===== src/rtl/noc_pkg.sv =====
// noc_pkg -- packet layout shared by the pi_switch tree and its leaf injectors.
//
// A packet is {valid, dest_addr, payload} with the payload in the LSBs.
// The helpers below give the bit positions for a given address width
// (a_sz) and payload width (payload_sz), so that every block slices the
// packet the same way.
package noc_pkg;

    localparam int unsigned inj_cnt_w   = 16;
    localparam logic [15:0] inj_cnt_max = 16'hFFFF;

    function automatic int unsigned pkt_width(input int unsigned a_sz,
                                              input int unsigned payload_sz);
        return 1 + a_sz + payload_sz;
    endfunction

    function automatic int unsigned pkt_valid_idx(input int unsigned a_sz,
                                                  input int unsigned payload_sz);
        return a_sz + payload_sz;
    endfunction

    function automatic int unsigned pkt_addr_lsb(input int unsigned payload_sz);
        return payload_sz;
    endfunction

    function automatic int unsigned pkt_payload_lsb();
        return 0;
    endfunction

endpackage


===== src/rtl/leaf_inject_scheduler_rr_arbiter.sv =====
// rr_arbiter -- combinational round-robin pick.
//
// Grants the first set bit of req at or after index ptr, wrapping from
// num_req-1 back to 0. num_req must be a power of two so the index sum
// wraps by plain truncation.
//
// Ports:
//   req   [num_req]  request vector
//   ptr   [ptr_w]    index with highest priority this cycle
//   grant [num_req]  one-hot winner, all-zero when req is zero
module rr_arbiter #(
    parameter int num_req = 4,
    parameter int ptr_w   = $clog2(num_req)
) (
    input  logic [num_req-1:0] req,
    input  logic [ptr_w-1:0]   ptr,
    output logic [num_req-1:0] grant
);

    logic [ptr_w-1:0] idx;
    logic             found;

    always_comb begin
        grant = '0;
        found = 1'b0;
        idx   = '0;
        for (int off = 0; off < num_req; off++) begin
            idx = ptr + ptr_w'(off);
            if (!found && req[idx]) begin
                grant[idx] = 1'b1;
                found      = 1'b1;
            end
        end
    end

endmodule


===== src/rtl/leaf_inject_scheduler.sv =====
// leaf_inject_scheduler -- shares one pi_switch leaf injection port among
// num_req local requesters.
//
// Each requester owns a one-deep holding slot. A round-robin arbiter picks
// one full slot per cycle and the winner is driven onto a registered
// packet bus. Optional token-bucket rate limiting is compiled in only when
// the macro LEAF_INJECT_RATE_LIMIT_EN is defined.
//
// Ports:
//   clk            clock, everything on posedge
//   reset          synchronous, active-high
//   req_valid_i    [num_req]             per-requester packet offer
//   req_ready_o    [num_req]             per-requester slot empty
//   req_addr_i     [num_req*a_sz]        destination leaf per requester
//   req_payload_i  [num_req*payload_sz]  payload per requester
//   stall_i        leaf port cannot accept this cycle
//   bus_o          [p_sz]                registered {valid, dest_addr, payload}
//   grant_o        [num_req]             registered one-hot of injected requester
//   inj_count_o    [16]                  saturating injected-packet count
module leaf_inject_scheduler
    import noc_pkg::*;
#(
    parameter int num_leaves  = 2,
    parameter int payload_sz  = 1,
    parameter int num_req     = 4,
    parameter int rate_period = 8,
    parameter int rate_burst  = 4,
    parameter int a_sz        = $clog2(num_leaves),
    parameter int p_sz        = 1 + a_sz + payload_sz
) (
    input  logic                             clk,
    input  logic                             reset,
    input  logic [num_req-1:0]               req_valid_i,
    output logic [num_req-1:0]               req_ready_o,
    input  logic [num_req*a_sz-1:0]          req_addr_i,
    input  logic [num_req*payload_sz-1:0]    req_payload_i,
    input  logic                             stall_i,
    output logic [p_sz-1:0]                  bus_o,
    output logic [num_req-1:0]               grant_o,
    output logic [15:0]                      inj_count_o
);

    localparam int ptr_w    = $clog2(num_req);
    localparam int vld_idx  = pkt_valid_idx(a_sz, payload_sz);
    localparam int addr_lsb = pkt_addr_lsb(payload_sz);
    localparam int pay_lsb  = pkt_payload_lsb();

    logic [num_req-1:0]    hold_v;
    logic [a_sz-1:0]       hold_addr    [num_req];
    logic [payload_sz-1:0] hold_payload [num_req];
    logic [ptr_w-1:0]      ptr;

    logic [num_req-1:0]    arb_grant;
    logic [ptr_w-1:0]      win_idx;
    logic                  can_inject;
    logic                  inject;
    logic [p_sz-1:0]       pkt_next;

    logic [p_sz-1:0]       bus_q;
    logic [num_req-1:0]    grant_q;
    logic [15:0]           inj_count_q;

    rr_arbiter #(
        .num_req (num_req)
    ) u_arb (
        .req   (hold_v),
        .ptr   (ptr),
        .grant (arb_grant)
    );

    always_comb begin
        win_idx = '0;
        for (int i = 0; i < num_req; i++) begin
            if (arb_grant[i]) begin
                win_idx = ptr_w'(i);
            end
        end
    end

    assign inject = can_inject & ~stall_i & (|hold_v);

    always_comb begin
        pkt_next                             = '0;
        pkt_next[vld_idx]                    = 1'b1;
        pkt_next[addr_lsb +: a_sz]           = hold_addr[win_idx];
        pkt_next[pay_lsb +: payload_sz]      = hold_payload[win_idx];
    end

`ifdef LEAF_INJECT_RATE_LIMIT_EN
    localparam int tok_w = $clog2(rate_burst + 1);
    localparam int rc_w  = (rate_period > 1) ? $clog2(rate_period) : 1;

    logic [tok_w-1:0] tokens;
    logic [rc_w-1:0]  refill_cnt;
    logic             refill;

    assign refill     = (refill_cnt == rc_w'(rate_period - 1));
    assign can_inject = (tokens != '0);

    // A refill and a consume in the same cycle cancel, even when the
    // bucket is full.
    always_ff @(posedge clk) begin
        if (reset) begin
            tokens     <= tok_w'(rate_burst);
            refill_cnt <= '0;
        end else begin
            refill_cnt <= refill ? '0 : refill_cnt + 1'b1;
            if (inject && !refill) begin
                tokens <= tokens - 1'b1;
            end else if (!inject && refill && (tokens != tok_w'(rate_burst))) begin
                tokens <= tokens + 1'b1;
            end
        end
    end
`else
    assign can_inject = 1'b1;
`endif

    // A slot being granted is full, so it can never be captured in the
    // same cycle; capture and release are naturally exclusive.
    always_ff @(posedge clk) begin
        if (reset) begin
            hold_v      <= '0;
            ptr         <= '0;
            bus_q       <= '0;
            grant_q     <= '0;
            inj_count_q <= '0;
            for (int i = 0; i < num_req; i++) begin
                hold_addr[i]    <= '0;
                hold_payload[i] <= '0;
            end
        end else begin
            for (int i = 0; i < num_req; i++) begin
                if (req_valid_i[i] && !hold_v[i]) begin
                    hold_v[i]       <= 1'b1;
                    hold_addr[i]    <= req_addr_i[i*a_sz +: a_sz];
                    hold_payload[i] <= req_payload_i[i*payload_sz +: payload_sz];
                end else if (inject && arb_grant[i]) begin
                    hold_v[i] <= 1'b0;
                end
            end

            if (inject) begin
                bus_q   <= pkt_next;
                grant_q <= arb_grant;
                ptr     <= win_idx + 1'b1;
                if (inj_count_q != inj_cnt_max) begin
                    inj_count_q <= inj_count_q + 16'd1;
                end
            end else begin
                bus_q   <= '0;
                grant_q <= '0;
            end
        end
    end

    assign req_ready_o = ~hold_v;
    assign bus_o       = bus_q;
    assign grant_o     = grant_q;
    assign inj_count_o = inj_count_q;

endmodule


===== config.mk =====
export PLATFORM = sky130hd
export DESIGN_NAME = leaf_inject_scheduler
export DESIGN_NICKNAME = d
export VERILOG_FILES = /design/src/rtl/noc_pkg.sv /design/src/rtl/leaf_inject_scheduler_rr_arbiter.sv /design/src/rtl/leaf_inject_scheduler.sv
export SDC_FILE = /design/constraint.sdc
export NUM_CORES = 1
export LEC_CHECK = 0
export BUFFER_PORTS_ARGS = -buffer_cell sky130_fd_sc_hd__buf_2
export CAP_MARGIN = 20
export CORE_ASPECT_RATIO = 1.25
export CORE_MARGIN = 1
export CORE_UTILIZATION = 50
export DETAILED_ROUTE_END_ITERATION = 12
export PLACE_DENSITY = 0.86
export SYNTH_ARGS = -nofsm -noshare
export SYNTH_HDL_FRONTEND = slang
export SYNTH_SLANG_ARGS = --single-unit

===== constraint.sdc =====
create_clock -name clk -period 6.3 [get_ports clk]
set_input_delay 1.89 -clock clk [delete_from_list [all_inputs] [get_ports clk]]
set_output_delay 1.89 -clock clk [all_outputs]
set_load 0.02 [all_outputs]

; ---- Word-level counts from Yosys, hierarchy flattened
; Memories as Yosys holds them, arrays and structs flattened.
; Cells that the tools add are included.
[word_totals]
output_inout_bits = 27
ff_bits = 29
ram_bits = 8
in_bits = 15
memories = 2
word_cells = 126
[op_classes]
n_mux = 57
n_eq_ne = 1
n_bitwise = 15
addsub = 5
reduce_logical = 29
magnitude_cmp = 8
[mem_list]
columns = name, depth, width, read_ports, rd_clocked_by_memory_dff, write_ports, line
row1 = hold_addr, 4, 1, 1, 0, 4, leaf_inject_scheduler.sv:49  ; logic [a_sz-1:0] hold_addr [num_req];
row2 = hold_payload, 4, 1, 1, 0, 4, leaf_inject_scheduler.sv:50  ; logic [payload_sz-1:0] hold_payload [num_req];
[op_table]
columns = op, count
row1 = two-way mux 1 bit, 42
row2 = adder 16 x 1 -> 16 bit (second input constant), 1
row3 = two-way mux 4 bit, 4
row4 = inequality test 16 bit (second input constant), 1
row5 = logical AND 1 bit, 15
row6 = < comparator 2 x 3 -> 1 bit (second input constant), 4
row7 = OR 4 bit, 3
row8 = binary-select mux 1 bit (select 2 bit), 4
row9 = demux 1 bit (select 2 bit), 4
row10 = >= comparator 2 x 1 -> 1 bit (second input constant), 4
row11 = OR 1 bit, 8
row12 = nonzero test 2 bit, 4
row13 = zero test 1 bit, 7
row14 = adder 2 x 1 -> 2 bit (second input constant), 2
row15 = adder 2 bit (second input constant), 2
row16 = two-way mux 2 bit, 2
row17 = NOT 4 bit, 1
row18 = OR reduction 4 bit, 1
row19 = two-way mux 3 bit, 1
row20 = NOT 1 bit, 2
row21 = AND reduction 2 bit, 1
row22 = OR reduction 2 bit, 1
row23 = bitwise AND 1 bit, 1

; ---- Longest topological paths before layout
; Gate-level depths: netlist (run 1).
; An unclocked memory read counts as a cell.
[logic_depth]
ltp_word = 17
depth_mapped = 9
mapped_depth_nobuf = 8

; ---- Modules after synthesis
; From an unflattened synthesis (run 1), not the netlist that was laid out.
[unflattened]
hier_cells = 218
hier_area_um2 = 2010.7
[modules_own_cells]
columns = module, seq_area_each_um2, area_each_um2, cells_per_inst, instances
row1 = leaf_inject_scheduler, 820.8, 1672.9, 182, 1
row2 = rr_arbiter, 0.0, 337.8, 36, 1

; ---- Worst setup path after synthesis (run 1)
; No wires, ideal clock.
[synth_path]
kind = input-to-reg
from = input port stall_i
to = register bus_q[0], in the netlist bus_o[0]
required_time_ns = 6.230
arrival_time_ns = 2.896
n_path_buf = 0
cell_stages = 5
setup_slack_ns = 3.334
setup_ns = 0.070
cell_sequence = a21oi_1 nand2b_1 a311oi_1 o21ai_0 o2bb2ai_1
[synth_between]
elab_chain_len = 4
[synth_rtl]
columns = element, line
row1 = from (decl), leaf_inject_scheduler.sv:37  ; input logic stall_i,
row2 = NOT 1 bit, leaf_inject_scheduler.sv:80  ; assign inject = can_inject & ~stall_i & (|hold_v);
row3 = bitwise AND 1 bit, leaf_inject_scheduler.sv:80
row4 = NOT 1 bit (no line), n/a
row5 = OR reduction 2 bit (no line), n/a
row6 = to (signal assigned), leaf_inject_scheduler.sv:144  ; bus_q <= pkt_next;
row7 = to (decl), leaf_inject_scheduler.sv:59  ; logic [p_sz-1:0] bus_q;
; Every way passes these cells.
; A chain may end at the register's enable or synchronous reset.

; ---- Worst setup path after layout (run 1)
[layout_path]
from = register ptr[0]
to = register bus_q[0], in the netlist bus_o[0]
[layout_between]
elab_chain_len = 16
elab_cells_between_ends = 51
cone_classes = add/sub (3) / order compare (8) / mux (26) / bitwise (3) / reduce/logical (10) / memory (1)
[layout_rtl]
columns = element, line
row1 = from (decl), leaf_inject_scheduler.sv:51  ; logic [ptr_w-1:0] ptr;
row2 = from (signal assigned), leaf_inject_scheduler.sv:146  ; ptr <= win_idx + 1'b1;
row3 = "parallel branches: the longest is 11 deep, another holds < comparator 2 x 3 -> 1 bit", n/a
row4 = two-way mux 4 bit (*), leaf_inject_scheduler_rr_arbiter.sv:29  ; if (!found && req[idx]) begin
row5 = two-way mux 1 bit, leaf_inject_scheduler.sv:74  ; if (arb_grant[i]) begin
row6 = two-way mux 2 bit, leaf_inject_scheduler.sv:74
row7 = two-way mux 2 bit (*), leaf_inject_scheduler.sv:74
row8 = memory read (4 x 1 bit) (*), n/a
; Every way passes the cells marked *. The select of a mux whose other input is x is not followed.

==> impl_metrics.yaml, run 1 <==
layout:
  syn_to_final_growth_pct: 15.32
  fillers: 344
  antenna-diode-count: 0
  postLayoutCellArea_um2: 2280
  drive_above_1_share: 0.2169
  final_nets: 272
sta:
  finalSetupTns_ns: 0
  drv_slew: 0
  slew_headroom: 0.4919
  rsz0062_at_grt: "false"
  final-hold-violation-count: 0
  worst_pin_slew_ns: 0.7570
  clock.fmax_mhz: 309.5
  timing.final.crit_period_ns: 3.232
  finalSetupViolCount: 0
  fin_worst_skew_ns: 0.007176
  period_share: 0.5129
routing:
  vias_per_cell: 5.479
  drc_errors: 0
  ant_nets: 0
  drt_first_pass_iters: 4
  m1WireLength_um: 1746
  routed_wl_um: 4205
  drtIter0Drc: 65
  wl_met3_um: 121
  highest_layer: "met4"
  vias: 1660
  drt-wirelength-per-cell_um: 13.88
  met2WireLength_um: 2211
status:
  status: "complete, no violations"
setup_path:
  cp_top_family: "compound AO/OA/AOI/OAI gates"
  path_cells: "inv_1, ha_1, nor4b_1, a31oi_1, o211ai_1, a311oi_2, a2111oi_0, o2bb2ai_1"
  cp.depth: 8
  cpPeakStageDelay_ns: 0.68
  r2r_cells: 8
  path_class: "register to register"
  cp_slowest_cell: "dfxtp_1"
  r2r_slack_ns: 3.07
  cp.arrival_ns: 3.39
  worst_setup_path_end_kind: "register"
  critPathLaunchType: "register"
  path_max_fanout: 15
  crit_buf_inv: 1
  required_ns: 6.46
clock_tree:
  root_buffer: "clkbuf_8"
  post_cts_buffers: 0
  cts-htree-levels: 2
  numClockSinks: 37
  clkLatencyLatePin_ns: 0.28
  ctsHoldBuffers: 0
  clk_path_buf_depth: 2
  cts.repair.resized: 0
  clk_pin_slew_ns: 0.07
  cts_buffers: 5
  cts_tree: "done"
synthesis:
  ys_seq_area_frac: 0.4152
  yosysWarnings: 0
  async_flop_share: 0
  synth_edf_count: 8
  synth_flop_cell: "dfxtp_1"
  synthesis.area_um2: 1977
  syn_area_per_cell_um2: 9.459
  ys_types: 45
  synth-seq-cells: 37
  netlist_instances: 209
  syn_nets: 232
floorplanning:
  die_y_um: 72.30
  pin_count: 42
  core_um2: 3785
  initial_core_util: 0.5223
  die_w_um: 58.24
  rows: 25
  dieArea_um2: 4211
power_and_ir_drop:
  ir_drop_mv: 0.1965
  p_leak_nw: 0.9793
  power_density_nw_per_um2: 279.1
grt:
  grtUsageTotal: 0.2070
  grt_start_max_net_pins: 35
  grt_antenna_before_repair: 0
  grt_pass1_vias: 1540
  gr-total-overflow: 0
  grt_pass1_wl_um: 6644
place:
  routabilityCongestion: 0.8798
  placed_area_um2: 2203
  io_buffers: 41
  hpwl_um: 3082
flow_run:
  cap_violations: 0
worst_hold_path:
  worstHoldPathCells: 1
  holdCritPathClass: "register to register"
## cell usage in the layout (no fill, tap or decap), drive strengths merged, types with 7 or more instances in the layout
| master | instances |
|---|---|
| nor3b | 8 |
| buf | 41 |
| a21oi | 8 |
| o21ai | 8 |
| inv | 11 |
| ha | 8 |
| edfxtp | 8 |
| nand2 | 16 |
| xor2 | 12 |
| and2 | 7 |
| dfxtp | 29 |
| nor2 | 24 |
| nand4 | 10 |
## state kept, by name, summed over array words and instances, names as in the netlist
signal,cells
inj_count_o,16
hold_payload,4
ptr,2
hold_v,4
bus_o,3
grant_o,4
hold_addr,4
## metal layers
metal | vias up | GRT usage
met2 | 34 | 0.3614
met4 | 0 | 0.1058
li1 | 834 | -
met1 | 782 | 0.2408
met3 | 10 | 0.03565
met5 | - | 0
## area by class of cell
type                            instances  area (um^2)  share of cell area
Multi-Input combinational cell        153         1069              0.4687
Tap cell                               54        67.56             0.02964
Clock buffer                            6        72.57             0.03183
Inverter                               11        41.29             0.01811
Sequential cell                        37        820.8              0.3600
Timing Repair Buffer                   41        205.2             0.09001
Clock inverter                          1        3.754            0.001647
## cell usage after synthesis (all sizes together), types with 2 or more instances
| library cell | count | area share |
|---|---|---|
| nand3 | 4 | 0.010 |
| dfxtp | 29 | 0.29 |
| a31oi | 2 | 0.0063 |
| or3b | 3 | 0.013 |
| a2111oi | 3 | 0.013 |
| o2bb2ai | 2 | 0.0089 |
| a311oi | 4 | 0.021 |
| nor2b | 3 | 0.0095 |
| a21oi | 8 | 0.022 |
| o21ai | 8 | 0.020 |
| inv | 11 | 0.021 |
| nand2 | 16 | 0.030 |
| mux2 | 2 | 0.011 |
| and3 | 4 | 0.013 |
| mux2i | 2 | 0.010 |
| xnor2 | 2 | 0.0089 |
| nor3b | 8 | 0.030 |
| nor2 | 24 | 0.046 |
| edfxtp | 8 | 0.12 |
| mux4 | 3 | 0.036 |
| a41o | 2 | 0.010 |
| and2 | 7 | 0.022 |
| nand2b | 5 | 0.016 |
| clkbuf | 5 | 0.0095 |
| buf | 3 | 0.014 |
| nand4 | 10 | 0.032 |
| ha | 8 | 0.051 |
| xor2 | 12 | 0.053 |
## worst register-to-register path, delay by kind of cell (launching register included)
kind | cells | cell delay, ns
adder cells (fa/ha/maj) | 1 | 0.39
flip-flops | 1 | 0.68
buffers and inverters | 1 | 0.19
AO/OA/AOI/OAI | 5 | 1.59
AND/OR/NAND/NOR | 1 | 0.28
## stage by stage
| stage | hold slack (ns) | util | worst slack (ns) | total power, mW | std cells |
|---|---|---|---|---|---|
| after floorplan | 0.4258 | - | 3.334 | 0.4388 | 209 |
| after global placement | 0.4301 | 0.5821 | 3.043 | 0.4819 | 296 |
| after detailed placement | 0.4514 | 0.5821 | 2.952 | 0.4870 | 296 |
| after CTS | 0.4739 | 0.6023 | 3.086 | 0.6362 | 303 |
| after global routing | 0.4813 | 0.6023 | 2.795 | 0.6727 | 303 |
| final | 0.4705 | 0.6023 | 3.068 | 0.6363 | 303 |
## worst paths after layout
kind | start | end
worst min-delay path | hold_addr[3] | bus_o[1]
worst max register to register | ptr[0] | bus_o[0]
worst min register to register | hold_addr[3] | bus_o[1]
worst max-delay path | ptr[0] | bus_o[0]
## power breakdown
group | total, mW | leakage (nW) | internal [mW] | switching, mW
sequential | 0.288 | 0.323 | 0.262 | 0.0261
combinational | 0.197 | 0.618 | 0.0793 | 0.118
clock | 0.151 | 0.0387 | 0.0745 | 0.0768
## logic make-up (layout without fill, tap and decap cells)
family	count (synthesis)	after routing	share of synthesized area
and+or+nand+nor	87	87	0.2329
AOI/OAI and AO/OA	37	37	0.1373
DFF	37	37	0.4152
buffers and inverters	19	59	0.04430
xor gates and xnor gates	14	14	0.06203
adders and majority gates	8	8	0.05063
muxes	7	7	0.05760
Note: power is estimated with default switching activity, not from simulation.
==> run 2, diff against run 1 <==
clock period = 3.3 ns   (was 6.3 ns; I/O delays follow)
==> run 2 against run 1 <==
  * Clock-buffer cell count is the same
  * Clock skew decreased by 0.0030 ns
  * Worst hold slack lost 0.026 ns
  * Via count rose by 2.2%
  * Total power is 98% higher
  * Sequential share of layout area down 0.47 points
  * Die area did not move
  * Non-clock buffer count up 2
  * Flip-flop and latch count is the same
  * Routed wire length increased by 4.5%
  * Core utilization is 0.79 points higher
==> impl_metrics.yaml, run 2 (same netlist as run 1, synthesis figures left out) <==
layout:
  largest_register_ffs: 16
  most-common-layout-cells: "buf_2, dfxtp_1, nor2_1"
  syn_to_final_growth_pct: 16.84
  drive_above_1_share: 0.2302
  final_nets: 274
  fillers: 327
  layout_commonest_cell: "buf_2"
  antenna-diode-count: 0
grt:
  gr-total-overflow: 0
  grt_antenna_before_repair: 0
  grtUsageTotal: 0.2269
  grt_pass1_vias: 1677
  grt_start_max_net_pins: 35
  grt_pass1_wl_um: 7410
setup_path:
  critPathLaunch: "ptr[1]"
  path_class: "register to register"
  path_max_fanout: 10
  r2r-end: "bus_o[0]"
  r2r_slack_ns: 0.37
  reg2reg_from: "ptr[1]"
  required_ns: 3.47
  critPathLaunchType: "register"
  cp.arrival_ns: 3.10
  r2r_cells: 8
  worst_setup_path_end_kind: "register"
floorplanning:
  dieArea_um2: 4211
  initial_core_util: 0.5223
  die_w_um: 58.24
  die_y_um: 72.30
  core_um2: 3785
  pin_count: 42
  rows: 25
clock_tree:
  root_buffer: "clkbuf_8"
  cts_tree: "done"
  ctsHoldBuffers: 0
  clk_path_buf_depth: 2
  clkLatencyLatePin_ns: 0.28
  numClockSinks: 37
  cts-htree-levels: 2
  clk_pin_slew_ns: 0.07
  cts_buffers: 5
  post_cts_buffers: 0
  cts.repair.resized: 0
place:
  pre_cts_slack_ns: 0.4230
  io_buffers: 41
  hpwl_um: 3299
  routabilityCongestion: 0.8364
sta:
  finalSetupTns_ns: 0
  worst_pin_slew_ns: 0.6104
  worst_slack_ns: 0.3716
  fin_worst_skew_ns: 0.004165
  drv_slew: 0
  clock.fmax_mhz: 341.5
  finalSetupViolCount: 0
  slew_headroom: 0.5904
  final-hold-violation-count: 0
  timing.final.crit_period_ns: 2.928
  period_share: 0.8874
  rsz0062_at_grt: "false"
flow_run:
  cap_violations: 0
worst_hold_path:
  hold_start: "hold_addr[3]"
  hold_path_end: "bus_o[1]"
  worstHoldPathCells: 1
  holdCritPathClass: "register to register"
status:
  status: "complete, no violations"
power_and_ir_drop:
  power_density_nw_per_um2: 544.9
  p_leak_nw: 0.9995
  ir_drop_mv: 0.3963
routing:
  vias_per_cell: 5.542
  drtIter0Drc: 44
  drc_errors: 0
  drt_first_pass_iters: 4
  ant_nets: 0
  routed_wl_um: 4393
  drt-wirelength-per-cell_um: 14.36
  vias: 1696
run 2: where the power goes:
part	internal (mW)	switching [mW]	total, mW	leakage, nW
registers	0.499	0.0352	0.535	0.323
clock network	0.165	0.154	0.320	0.0486
logic	0.160	0.244	0.404	0.628
total	0.825	0.433	1.26	0.999
run 2: routing by layer:
layer / routed length, um / up-vias / track usage
met5: 0 / - / 0
met4: 168 / 0 / 0.1402
met3: 119 / 14 / 0.03922
met2: 2393 / 39 / 0.4189
met1: 1711 / 811 / 0.2329
li1: - / 832 / -
run 2: area by class of cell:
type,count,area [um^2],area share
Sequential cell,37,820.8,0.3554
Clock buffer,6,82.58,0.03575
Clock inverter,2,8.758,0.003792
Inverter,11,41.29,0.01788
Timing Repair Buffer,43,220.2,0.09534
Multi-Input combinational cell,153,1069,0.4626
Tap cell,54,67.56,0.02925
run 2: critical path, stage by stage, from the launching register on:
cell	delay (ns)
dfxtp_1	0.54
inv_1	0.14
ha_1	0.36
nor4b_1	0.32
a31oi_1	0.08
o211ai_1	0.49
a311oi_2	0.27
a2111oi_0	0.50
o2bb2ai_1	0.10
run 2: worst max path at each step:
stage | slack [ns] | depth (start not counted) | end
after floorplan | 0.65 | 9 | bus_o[0]
after global placement | 0.62 | 8 | bus_o[0]
after detailed placement | 0.42 | 8 | bus_o[0]
after CTS | 0.41 | 8 | bus_o[0]
after global routing | 0.19 | 8 | bus_o[1]
final | 0.37 | 8 | bus_o[0]
run 2: per-stage QoR:
| step | hold slack, ns | power (mW) | cell area (um^2) | cells | utilization |
|---|---|---|---|---|---|
| 2_1_floorplan | 0.4258 | 0.8376 | 1977 | 209 | - |
| 3_3_place_gp | 0.4301 | 0.9283 | 2218 | 298 | 0.5861 |
| 3_5_place_dp | 0.4363 | 0.9427 | 2218 | 298 | 0.5861 |
| 4_1_cts | 0.4536 | 1.264 | 2310 | 306 | 0.6102 |
| 5_1_grt | 0.4635 | 1.329 | 2310 | 306 | 0.6102 |
| 6_report | 0.4447 | 1.259 | 2310 | 306 | 0.6102 |
==> run 3, diff against run 2 <==
CORE_ASPECT_RATIO = 0.9   (was 1.25)
==> run 3 against run 2 <==
  * Combinational power is essentially flat
  * Clock skew grew 0.0023 ns
  * Cell count down 2.6%
  * Sequential share of layout area fell by 0.077 points
  * Worst hold slack improved by 0.018 ns
  * Routed wire length is 0.64% lower
  * Die area about the same
  * Core utilization grew 0.58 points
  * Critical endpoint is now bus_o[1]
  * Worst setup slack got worse by 0.14 ns
==> impl_metrics.yaml, run 3 (same netlist as run 1, synthesis figures left out) <==
worst_hold_path:
  holdCritPathClass: "register to register"
  hold_start: "hold_payload[3]"
setup_path:
  required_ns: 3.46
  path_class: "register to register"
  worst_setup_path_end_kind: "register"
  critPathLaunchType: "register"
  cp.arrival_ns: 3.23
  path_max_fanout: 10
  reg2reg_from: "ptr[1]"
  critPathLaunch: "ptr[1]"
grt:
  grt_pass1_wl_um: 6996
  grt_antenna_before_repair: 0
  grt_start_max_net_pins: 34
  gr-total-overflow: 0
  grt_pass1_vias: 1497
  grtUsageTotal: 0.2304
sta:
  drv_slew: 0
  slew_headroom: 0.5326
  fin_worst_skew_ns: 0.006434
  worst_pin_slew_ns: 0.6980
  clock.fmax_mhz: 326.4
  final-hold-violation-count: 0
  finalSetupViolCount: 0
  timing.final.crit_period_ns: 3.064
  rsz0062_at_grt: "false"
  finalSetupTns_ns: 0
  worst_slack_ns: 0.2360
  period_share: 0.9285
  hold_ws_ns: 0.4622
place:
  hpwl_um: 3120
  io_buffers: 41
  placed_area_um2: 2208
  pre_cts_slack_ns: 0.4073
  placedCellCount: 290
  routabilityCongestion: 0.9253
routing:
  ant_nets: 0
  drtIter0Drc: 119
  vias_per_cell: 5.842
  vias: 1741
  routed_wl_um: 4365
  drt-wirelength-per-cell_um: 14.65
  drt_first_pass_iters: 4
  drc_errors: 0
layout:
  multiInputGateArea_um2: 1069
  syn_to_final_growth_pct: 17.09
  final_nets: 274
  largest_register_ffs: 16
  fillers: 330
  fin_util: 0.6161
  most-common-layout-cells: "buf_2, dfxtp_1, nor2_1"
  regArea_um2: 820.8
  drive_above_1_share: 0.2262
  postLayoutCellArea_um2: 2315
  stdcell_count: 298
  layout_commonest_cell: "buf_2"
  antenna-diode-count: 0
flow_run:
  cap_violations: 0
power_and_ir_drop:
  p_leak_nw: 1.003
  power_density_nw_per_um2: 572.0
  power_mw: 1.324
  ir_drop_mv: 0.3293
clock_tree:
  cts.repair.resized: 0
  clk_path_buf_depth: 2
  ctsHoldBuffers: 0
  clkLatencyLatePin_ns: 0.29
  cts_tree: "done"
  clk_pin_slew_ns: 0.07
  numClockSinks: 37
  root_buffer: "clkbuf_8"
  post_cts_buffers: 0
  cts_buffers: 5
  cts-htree-levels: 2
floorplanning:
  die_y_um: 61.65
  initial_core_util: 0.5261
  pin_count: 42
  die_w_um: 68.28
  rows: 21
  core_um2: 3757
  dieArea_um2: 4209
status:
  status: "complete, no violations"
-- run 3: cell count changes in the layout (fill, tap and decap cells not counted), sizes merged --
cell    previous run  this run
bufinv             0         1
clkinv             2         1
-- run 3: worst paths after layout --
path	slack (ns)	cells past startpoint	endpoint
min	0.46	1	bus_o[0]
max reg2reg	0.24	8	bus_o[1]
max	0.24	8	bus_o[1]
min reg2reg	0.46	1	bus_o[0]
-- run 3: critical path, cell delays in order (launching register included) --
cell	delay, ns
dfxtp_1	0.55
inv_1	0.15
ha_1	0.36
nor4b_1	0.25
a31oi_1	0.07
o211ai_1	0.59
a311oi_2	0.32
a2111oi_0	0.51
o2bb2ai_1	0.13
-- run 3: power breakdown --
| part | internal [mW] | switching [mW] | total, mW |
|---|---|---|---|
| registers | 0.499 | 0.0369 | 0.536 |
| logic | 0.158 | 0.250 | 0.407 |
| clock network | 0.223 | 0.157 | 0.380 |
| total | 0.880 | 0.444 | 1.32 |
-- run 3: area by class of cell --
cell class | instances | area share
timing repair buffer | 43 | 0.09514
sequential | 37 | 0.3546
inverter | 11 | 0.01784
tap | 46 | 0.02486
clock buffer | 6 | 0.03135
clock inverter | 2 | 0.01459
multi-input combinational | 153 | 0.4616
-- run 3: metal layers --
layer,share of wire,GRT usage,vias to the layer above
li1,-,-,839
met2,0.47,0.3459,70
met1,0.45,0.3084,817
met5,0,0,-
met3,0.054,0.05185,15
met4,0.026,0.1250,0
